<file path="config.mk">
export PLATFORM = sky130hd
export DESIGN_NAME = adder_stim_driver
export DESIGN_NICKNAME = d
export VERILOG_FILES = /design/src/rtl/adder_stim_driver.sv
export SDC_FILE = /design/constraint.sdc
export NUM_CORES = 1
export LEC_CHECK = 0
export CAP_MARGIN = 40
export CORE_ASPECT_RATIO = 0.6
export CORE_MARGIN = 5
export CORE_UTILIZATION = 40
export DETAILED_ROUTE_END_ITERATION = 10
export PLACE_DENSITY_LB_ADDON = 0.3
export SLEW_MARGIN = 15
export SYNTH_ARGS = -nofsm -noshare
export SYNTH_HDL_FRONTEND = slang
export SYNTH_SLANG_ARGS = --single-unit
export TNS_END_PERCENT = 100
</file>
<file path="constraint.sdc">
create_clock -name clk -period 4.32 [get_ports clk]
set_clock_uncertainty 0.05 [all_clocks]
set_input_delay 0.864 -clock clk [delete_from_list [all_inputs] [get_ports clk]]
set_output_delay 0.864 -clock clk [all_outputs]
set_load 0.02 [all_outputs]
</file>
<file path="src/rtl/adder_stim_driver.sv">
// Driver end of the adder interface: walks operand vectors, holds each for a
// settle window, then compares the DUT sum against an internal reference.
module adder_stim_driver #(
  parameter int WIDTH         = 4,
  parameter int SETTLE_CYCLES = 2,
  parameter int NUM_VECTORS   = 256,
  parameter int ERR_W         = 16
) (
  input  logic               clk,
  input  logic               rst,
  input  logic               start,
  input  logic               abort,
  output logic [WIDTH-1:0]   a,
  output logic [WIDTH-1:0]   b,
  input  logic [WIDTH:0]     c,
  output logic               busy,
  output logic               done,
  output logic               pass,
  output logic [ERR_W-1:0]   err_count,
  output logic               fail_valid,
  output logic [WIDTH-1:0]   fail_a,
  output logic [WIDTH-1:0]   fail_b,
  output logic [WIDTH:0]     fail_c
);
  localparam int IDX_W = 2 * WIDTH;
  localparam logic [IDX_W-1:0] LAST_IDX    = IDX_W'(NUM_VECTORS - 1);
  localparam logic [3:0]       SETTLE_LAST = 4'(SETTLE_CYCLES - 1);

  typedef enum logic [1:0] {S_IDLE, S_WAIT, S_CHECK, S_DONE} state_t;

  state_t           state, state_nxt;
  logic [3:0]       settle;
  logic [IDX_W-1:0] idx, idx_nxt;
  logic [WIDTH:0]   expected;
  logic             launch, advance, check_en, mismatch;

  // The operand registers are the vector index itself: a is the low half.
  assign idx      = {b, a};
  assign idx_nxt  = idx + IDX_W'(1);
  assign expected = {1'b0, a} + {1'b0, b};
  assign mismatch = (c != expected);

  assign busy = (state == S_WAIT) || (state == S_CHECK);
  assign done = (state == S_DONE);
  assign pass = done && (err_count == '0);

  always_ff @(posedge clk) begin
    if (rst) state <= S_IDLE;
    else     state <= state_nxt;
  end

  always_comb begin
    state_nxt = state;
    launch    = 1'b0;
    advance   = 1'b0;
    check_en  = 1'b0;
    case (state)
      S_IDLE, S_DONE: begin
        if (start) begin
          state_nxt = S_WAIT;
          launch    = 1'b1;
        end
      end
      S_WAIT: begin
        if (abort)                       state_nxt = S_IDLE;
        else if (settle == SETTLE_LAST)  state_nxt = S_CHECK;
      end
      S_CHECK: begin
        // An abort landing on the check cycle discards that comparison.
        if (abort) state_nxt = S_IDLE;
        else begin
          check_en = 1'b1;
          if (idx == LAST_IDX) state_nxt = S_DONE;
          else begin
            state_nxt = S_WAIT;
            advance   = 1'b1;
          end
        end
      end
      default: state_nxt = S_IDLE;
    endcase
  end

  always_ff @(posedge clk) begin
    if (rst) begin
      a          <= '0;
      b          <= '0;
      settle     <= '0;
      err_count  <= '0;
      fail_valid <= 1'b0;
      fail_a     <= '0;
      fail_b     <= '0;
      fail_c     <= '0;
    end else if (launch) begin
      a          <= '0;
      b          <= '0;
      settle     <= '0;
      err_count  <= '0;
      fail_valid <= 1'b0;
      fail_a     <= '0;
      fail_b     <= '0;
      fail_c     <= '0;
    end else begin
      if (state == S_WAIT && !abort) settle <= settle + 4'd1;
      if (check_en && mismatch) begin
        if (err_count != '1) err_count <= err_count + ERR_W'(1);
        if (!fail_valid) begin
          fail_valid <= 1'b1;
          fail_a     <= a;
          fail_b     <= b;
          fail_c     <= c;
        end
      end
      if (advance) begin
        a      <= idx_nxt[WIDTH-1:0];
        b      <= idx_nxt[IDX_W-1:WIDTH];
        settle <= '0;
      end
    end
  end
endmodule

</file>
Word level (Yosys, flattened, before mapping)
Cells that the tools add are included.
- register bits: 44
- input port bits: 9
- output and inout port bits: 41
- logic and storage cells: 49
- $add $sub $neg: 4
- equality and inequality tests: 9
- multiplexer cells: 13
- bitwise operators: 1
- reductions and logical operators: 13
- operators with widths (operator ; number):
    16-bit by 1-bit adder with 16-bit output, second input constant ; 1
    16-bit logical NOT ; 1
    16-bit inequality test, second input constant ; 1
    2-bit two-way mux ; 5
    8-bit by 1-bit adder with 8-bit output, second input constant ; 1
    8-bit equality test, second input constant ; 1
    1-bit two-way mux ; 7
    2-bit one-hot mux with 3 select lines ; 1
    2-bit AND reduction ; 3
    4-bit by 4-bit adder with 5-bit output ; 1
    5-bit inequality test ; 1
    4-bit by 1-bit adder with 4-bit output, second input constant ; 1
    2-bit equality test, second input constant ; 2
    4-bit by 1-bit equality test with 1-bit output, second input constant ; 1
    2-bit OR reduction ; 2
    1-bit logical AND ; 3
    3-bit inequality test, second input constant ; 1
    3-bit OR reduction ; 1
    2-bit by 1-bit equality test with 1-bit output, second input constant ; 1
    2-bit logical NOT ; 1
    2-bit inequality test, second input constant ; 1
    1-bit logical NOT ; 1
    1-bit logical OR ; 1
    1-bit inverter ; 1

Depth between registers and ports, before layout
Gate-level depths: netlist (run 1).
- depth after elaboration: 5
- depth in mapped cells: 10
- depth with buffers taken out: 8

Worst setup path after synthesis (run 1)
Ideal clock, no wire load.
- path kind: reg2reg
- from: register a[0]
- to: register fail_valid
- setup time: 0.115 ns
- data arrival time: 2.350 ns
- data required time: 4.155 ns
- slack: 1.805 ns
- cell stages (with the launch flop): 10
- path buffers: 2
- clock period less this slack: 2.515 ns
- cell sequence: dfxtp_1 -> ha_1 -> fa_1 -> xor2_1 -> a2111oi_2 -> and2_4 -> buf_6 -> buf_6 -> nor2_1 -> o21a_1
- longest elaborated chain between the ends: 3
- RTL lines (element ; RTL line ; RTL):
    start: declaration ; 13 ; output logic [WIDTH-1:0] a,
    start signal: assignment ; 115 ; a <= idx_nxt[WIDTH-1:0];
    4-bit by 4-bit adder with 5-bit output ; 40 ; assign expected = {1'b0, a} + {1'b0, b};
    5-bit inequality test ; 41 ; assign mismatch = (c != expected);
    1-bit logical AND ; 105 ; if (check_en && mismatch) begin
    end signal: assignment ; 90 ; fail_valid <= 1'b0;
    end signal: assignment ; 99 ; fail_valid <= 1'b0;
    end signal: assignment ; 108 ; fail_valid <= 1'b1;
    end: declaration ; 20 ; output logic fail_valid,
Every way passes these cells.
A chain may end at the register's enable or synchronous reset.

Worst setup path after layout (run 1)
- from: register err_count[0]
- to: output port pass
- longest elaborated chain between the ends: 2
- RTL lines (element ; RTL line ; RTL):
    start: declaration ; 19 ; output logic [ERR_W-1:0] err_count,
    start signal: assignment ; 106 ; if (err_count != '1) err_count <= err_count + ERR_W'(1);
    16-bit logical NOT ; 45 ; assign pass = done && (err_count == '0);
    1-bit logical AND ; 45 ;
    end: declaration ; 18 ; output logic pass,
Every way passes these cells.

==> results.sh, run 1 <==
export IMPL_status="finished clean"
export IMPL_crit_path_end_kind="output pin"
export IMPL_grt_pass1_wl_um=9390
export IMPL_hold_path_class="flop to flop"
export IMPL_routabilityCongestion=0.796
export IMPL_hold_path_depth=2
export IMPL_ff2ff_path_depth=8
export IMPL_worst_path_largest_cell_delay_ns=0.60
export IMPL_drv_slew=0
export IMPL_antenna_cells=0
export IMPL_final_cells=399
export IMPL_cts_path_max_buffers=2
export IMPL_cts_resized=0
export IMPL_fin_nets=343
export IMPL_pin_count=50
export IMPL_reg2reg_from="a[0]$_SDFFE_PP0P_"
export IMPL_maxCapViolCount=0
export IMPL_dp_hpwl_um=4110
export IMPL_synth_cells=277
export IMPL_cts_hold_buf=0
export IMPL_dieWidth_um=108
export IMPL_p_leak_nw=0.985
export IMPL_crit_slowest_cell="clkdlybuf4s50_1"
export IMPL_syn_num_nets=299
export IMPL_grt_start_max_net_pins=37
export IMPL_vdd_ir_drop_worst_v=0.000123
export IMPL_remaining_drc_errors=0
export IMPL_slew_headroom_pct=47.5
export IMPL_grt_setup_unrepaired="false"
export IMPL_critPathArrivalTime_ns=1.95
export IMPL_ys_ff_latch=44
export IMPL_overflow=0
export IMPL_finalSetupTns_ns=0
export IMPL_die_area_um2=7460
export IMPL_layout_worst_path_cycle_share_pct=66.4
export IMPL_critPathTopFamily="buffers and inverters"
export IMPL_cts_setup_buffers=0
export IMPL_required_ns=3.41
export IMPL_syn_cell_area_um2=2310
export IMPL_tightestPinTransition_ns=0.786
export IMPL_r2r_end="err_count[14]$_SDFFE_PP0P_"
export IMPL_max_freq_mhz=349
export IMPL_clock_sink_count=44
export IMPL_critical_path_max_fanout=6
export IMPL_antenna_found_initial=0
export IMPL_start_util_pct=41.4
export IMPL_drive_gt1_share_pct=4.08
export IMPL_routed_via_density=5.34
export IMPL_regToRegSetupSlack_ns=1.70
export IMPL_grt_pass1_vias=1923
export IMPL_synth_top_flop_cell="dfxtp_1"
export IMPL_crit_type="flop to output pin"
export IMPL_cts_root_buf="clkbuf_8"
export IMPL_hp_start="fail_c[2]$_SDFFE_PP0P_"
export IMPL_cts_made_buffers=5
export IMPL_synth_edf_count=0
export IMPL_wirelength_um=5590
export IMPL_placedCellCount=394
export IMPL_fin_crit_ns=2.87
export IMPL_portBuffers=49
export IMPL_yosysWarnings=0
export IMPL_cts_tree="built"
export IMPL_yosysSeqAreaShare_pct=38.1
export IMPL_critical_path_buf_inv_count=2
export IMPL_setup_viol=0
export IMPL_clock_latency_ns=0.29
export IMPL_rows=21
export IMPL_wl_per_cell_um=14.0
export IMPL_ys_async_sr_fraction_pct=0
export IMPL_drtAntennaViolNets=0
export IMPL_power_density_nw_per_um2=239
export IMPL_core_area_um2=5600
export IMPL_grt_usage_pct=15.9
export IMPL_synth_distinct_cells=40
export IMPL_clkTransAtPathRegs_ns=0.08
export IMPL_hold_viol_final=0
export IMPL_startpoint_type="flop"
export IMPL_fin_hold_ws_ns=0.411
export IMPL_synth_area_per_cell_um2=8.36
export IMPL_power_mw=0.697
export IMPL_vias=2130
export IMPL_dr_pass1_iters=4
export IMPL_final_core_util_pct=52.1
export IMPL_whs_endpoint="fail_c[2]$_SDFFE_PP0P_"
export IMPL_area_growth_pct=25.9
export IMPL_drt_iter0_drc=163
export IMPL_htree_levels=2
export IMPL_path_cells="inv_1, ha_1, nor4b_1, and4_1, clkdlybuf4s50_1"
export IMPL_chipHeight_um=68.9
[metal layers]
layer	track usage (%)	up-vias	wire length [um]
met5	0	-	0
met4	3.46	0	24
met3	3.81	2	358
met2	23.8	48	2420
met1	23.1	992	2780
li1	-	1088	-
[state kept, by name (all words and copies together), names as in the netlist]
register	cells
err_count	16
fail_c	5
a	4
b	4
fail_a	4
fail_b	4
settle	4
state	2
fail_valid	1
[power by group]
part | total [mW] | switching, mW | internal, mW | leakage, nW
clock | 0.233 | 0.128 | 0.104 | 0.0359
combinational | 0.0534 | 0.0337 | 0.0197 | 0.595
sequential | 0.411 | 0.00269 | 0.408 | 0.355
[area by class of cell]
class	instances	area, um^2
fillers	544	2680
clock buffers	5	68.8
repair buffers	51	505
flip-flops and latches	44	881
multi-input cells	212	1330
inverters	7	26.3
well taps	80	100
[worst max path at each step]
stage	startpoint	to	slack, ns	cells past startpoint
after floorplan	a[0]$_SDFFE_PP0P_	fail_valid$_SDFFE_PP0P_	1.81	9
after global placement	c[3]	err_count[14]$_SDFFE_PP0P_	1.43	7
after detailed placement	c[3]	err_count[14]$_SDFFE_PP0P_	1.36	7
after CTS	err_count[0]$_SDFFE_PP0P_	pass	1.41	5
after global routing	state[1]$_SDFFE_PP0P_	pass	1.26	4
final	err_count[0]$_SDFFE_PP0P_	pass	1.45	5
[Yosys cell counts (2+ instances only)]
master / number / area (um^2)
and4_1: 2 / 17.5
o21ai_1: 4 / 20.0
buf_6: 3 / 33.8
nand4_1: 8 / 50.1
and3_1: 3 / 18.8
o21ai_0: 21 / 105
xor2_1: 9 / 78.8
or3_1: 8 / 50.1
buf_2: 2 / 10.0
a211oi_1: 3 / 22.5
nor2_1: 21 / 78.8
or4_1: 10 / 75.1
clkbuf_1: 8 / 30.0
nand2_1: 34 / 128
mux2i_1: 3 / 30.0
nor4b_1: 2 / 17.5
nand3_1: 25 / 125
a21oi_1: 14 / 70.1
o31ai_1: 5 / 37.5
nor2b_1: 2 / 12.5
inv_1: 7 / 26.3
nor4_1: 3 / 18.8
dfxtp_1: 44 / 881
nand2b_1: 3 / 18.8
a21o_1: 3 / 22.5
xnor2_1: 5 / 43.8
ha_1: 12 / 150
[cells by family (layout without fill, tap and decap cells)]
logic type,after synthesis,after routing,synth area share [%]
xor+xnor,14,14,5.30
buf+inv,21,63,4.49
compound gates,58,58,16.0
simple gates,124,124,27.5
fa+ha+maj,13,13,7.35
mux,3,3,1.30
flops,44,44,38.1
[cell usage in the layout, fill, tap and decap left out, types with 2 or more instances in the layout]
master / instances
o21ai_0: 21
clkbuf_8: 5
nand4_1: 8
o21ai_1: 4
nand3_1: 25
nor2b_1: 2
nor2_1: 21
xnor2_1: 5
a21o_1: 3
and4_1: 2
and3_1: 3
ha_1: 12
nand2_1: 34
dfxtp_1: 44
clkdlybuf4s50_1: 49
inv_1: 7
xor2_1: 9
nor4b_1: 2
nand2b_1: 3
buf_4: 2
mux2i_1: 3
or4_1: 10
or3_1: 8
a211oi_1: 3
o31ai_1: 5
a21oi_1: 13
nor4_1: 3
[per-stage QoR]
step / worst slack [ns] / cell area [um^2]
floorplan: 1.81 / 2310
global placement: 1.43 / 2850
detailed placement: 1.36 / 2850
CTS: 1.41 / 2920
global route: 1.26 / 2920
finish: 1.45 / 2920
[worst min-delay path, delay by kind of cell (launching register included)]
| kind | cells | cell delay (ns) |
|---|---|---|
| DFF | 1 | 0.31 |
| AOI/OAI and AO/OA | 1 | 0.06 |
| and+or+nand+nor | 1 | 0.05 |
No activity file was read; power rests on OpenSTA's default activity.
==> run 2, diff against run 1 <==
==> constraint.sdc (replaced) <==
create_clock -name clk -period 2.4 [get_ports clk]
set_clock_uncertainty 0.05 [all_clocks]
set_input_delay 0.48 -clock clk [delete_from_list [all_inputs] [get_ports clk]]
set_output_delay 0.48 -clock clk [all_outputs]
set_load 0.02 [all_outputs]
==> results.sh, run 2 (synthesis gave the netlist of run 1 again) <==
export IMPL_layout_worst_path_cycle_share_pct=99.2
export IMPL_grt_pass1_vias=2048
export IMPL_hold_path_depth=2
export IMPL_chipHeight_um=68.9
export IMPL_drtAntennaViolNets=0
export IMPL_grt_start_max_net_pins=27
export IMPL_drt_iter0_drc=137
export IMPL_die_area_um2=7460
export IMPL_critical_path_buf_inv_count=1
export IMPL_power_density_nw_per_um2=410
export IMPL_critical_path_max_fanout=16
export IMPL_tightestPinTransition_ns=0.539
export IMPL_p_leak_nw=1.13
export IMPL_required_ns=2.59
export IMPL_dp_hpwl_um=4810
export IMPL_clock_sink_count=44
export IMPL_largest_register_ff_count=16
export IMPL_crit_slowest_cell="fa_2"
export IMPL_area_growth_pct=37.5
export IMPL_clock_latency_ns=0.30
export IMPL_max_freq_mhz=420
export IMPL_wl_per_cell_um=15.2
export IMPL_core_area_um2=5600
export IMPL_setup_viol=0
export IMPL_fin_nets=363
export IMPL_rows=21
export IMPL_fin_area_um2=3180
export IMPL_slew_headroom_pct=64.0
export IMPL_routed_via_density=5.40
export IMPL_dieWidth_um=108
export IMPL_routabilityCongestion=0.840
export IMPL_startpoint_type="flop"
export IMPL_top_register="err_count"
export IMPL_antenna_cells=0
export IMPL_hold_viol_final=0
export IMPL_grt_setup_unrepaired="true"
export IMPL_fin_crit_ns=2.38
export IMPL_hold_path_class="flop to flop"
export IMPL_power_mw=1.30
export IMPL_most_common_layout_cells="clkdlybuf4s50_1, dfxtp_1, nand2_1"
export IMPL_overflow=0
export IMPL_regToRegSetupSlack_ns=0.02
export IMPL_place_area_um2=3020
export IMPL_grt_pass1_wl_um=10300
export IMPL_fill_cells=517
export IMPL_top_regs="err_count x16, fail_c x5"
export IMPL_cts_made_buffers=5
export IMPL_vias=2275
export IMPL_maxCapViolCount=0
export IMPL_fin_hold_ws_ns=0.412
export IMPL_dr_pass1_iters=5
export IMPL_crit_type="flop to flop"
export IMPL_start_util_pct=41.4
export IMPL_critical_path_depth=8
export IMPL_wirelength_um=6410
export IMPL_placedCellCount=412
export IMPL_finalSetupTns_ns=0
export IMPL_antenna_found_initial=0
export IMPL_status="finished clean"
export IMPL_critPathArrivalTime_ns=2.57
export IMPL_htree_levels=2
export IMPL_portBuffers=49
export IMPL_cts_path_max_buffers=2
export IMPL_pin_count=50
export IMPL_final_common_cell="clkdlybuf4s50_1"
export IMPL_remaining_drc_errors=0
export IMPL_cts_hold_buf=0
export IMPL_cts_tree="built"
export IMPL_drv_slew=0
export IMPL_grt_usage_pct=17.8
export IMPL_drive_gt1_share_pct=14.4
export IMPL_cts_root_buf="clkbuf_8"
export IMPL_crit_path_end_kind="flop"
export IMPL_final_cells=421
export IMPL_path_cells="ha_4, fa_2, xor2_2, a2111oi_2, and2_4, buf_12, or4_4, a21oi_2"
export IMPL_vdd_ir_drop_worst_v=0.000256
export IMPL_worst_path_largest_cell_delay_ns=0.55
export IMPL_critPathTopFamily="adder cells"
export IMPL_clkTransAtPathRegs_ns=0.08
export IMPL_ff2ff_path_depth=8
run 2: cell count changes in the layout (fill, tap and decap cells not counted), sizes merged:
cell	previous run	this run
dlymetal6s2s	0	1
clkdlybuf4s50	49	47
dlygate4sd2	0	1
clkbuf	5	6
clkinv	0	1
buf	2	22
run 2: report_power, final:
part           internal (mW)  total [mW]  switching (mW)
clock network          0.198       0.454           0.256
logic                 0.0457       0.112          0.0663
registers              0.734       0.738         0.00433
total                  0.978        1.30           0.326
run 2: path summary, 6_finish.rpt:
kind,from,to
max,a[0]$_SDFFE_PP0P_,err_count[12]$_SDFFE_PP0P_
min,fail_b[1]$_SDFFE_PP0P_,fail_b[1]$_SDFFE_PP0P_
max reg2reg,a[0]$_SDFFE_PP0P_,err_count[12]$_SDFFE_PP0P_
min reg2reg,fail_b[1]$_SDFFE_PP0P_,fail_b[1]$_SDFFE_PP0P_
run 2: final cells by class:
type | instances | area, um^2 | area share, %
flip-flops and latches | 44 | 883 | 27.8
clock inverters | 1 | 5.00 | 0.157
clock buffers | 6 | 72.6 | 2.28
multi-input cells | 212 | 1400 | 44.0
inverters | 7 | 26.3 | 0.825
well taps | 80 | 100 | 3.14
repair buffers | 71 | 694 | 21.8
run 2: layer usage:
metal | up-vias | GRT usage (%) | wire, um
met5 | - | 0 | 0
met4 | 0 | 5.35 | 48
met3 | 5 | 4.19 | 422
met2 | 73 | 24.8 | 2650
met1 | 1078 | 26.7 | 3290
li1 | 1119 | - | -
run 2: tightest hold or removal path: stages (launching register included):
cell,delay (ns)
dfxtp_1,0.31
nand2_1,0.05
o21ai_0,0.06
run 2: repair_timing:
item,in CTS,in global routing
pin swaps,7,4
gates resized for setup,4,12
endpoints found under the hold margin,0,0
setup endpoints to repair,6,25
gates cloned,0,0
setup buffers,2,0
run 2: per-stage QoR:
stage	util (%)	setup WS, ns
global placement	54.0	-0.00689
CTS	56.0	0.00673
floorplan	-	-0.0129
finish	56.9	0.0197
global route	56.9	-0.0965
detailed placement	54.0	-0.0809
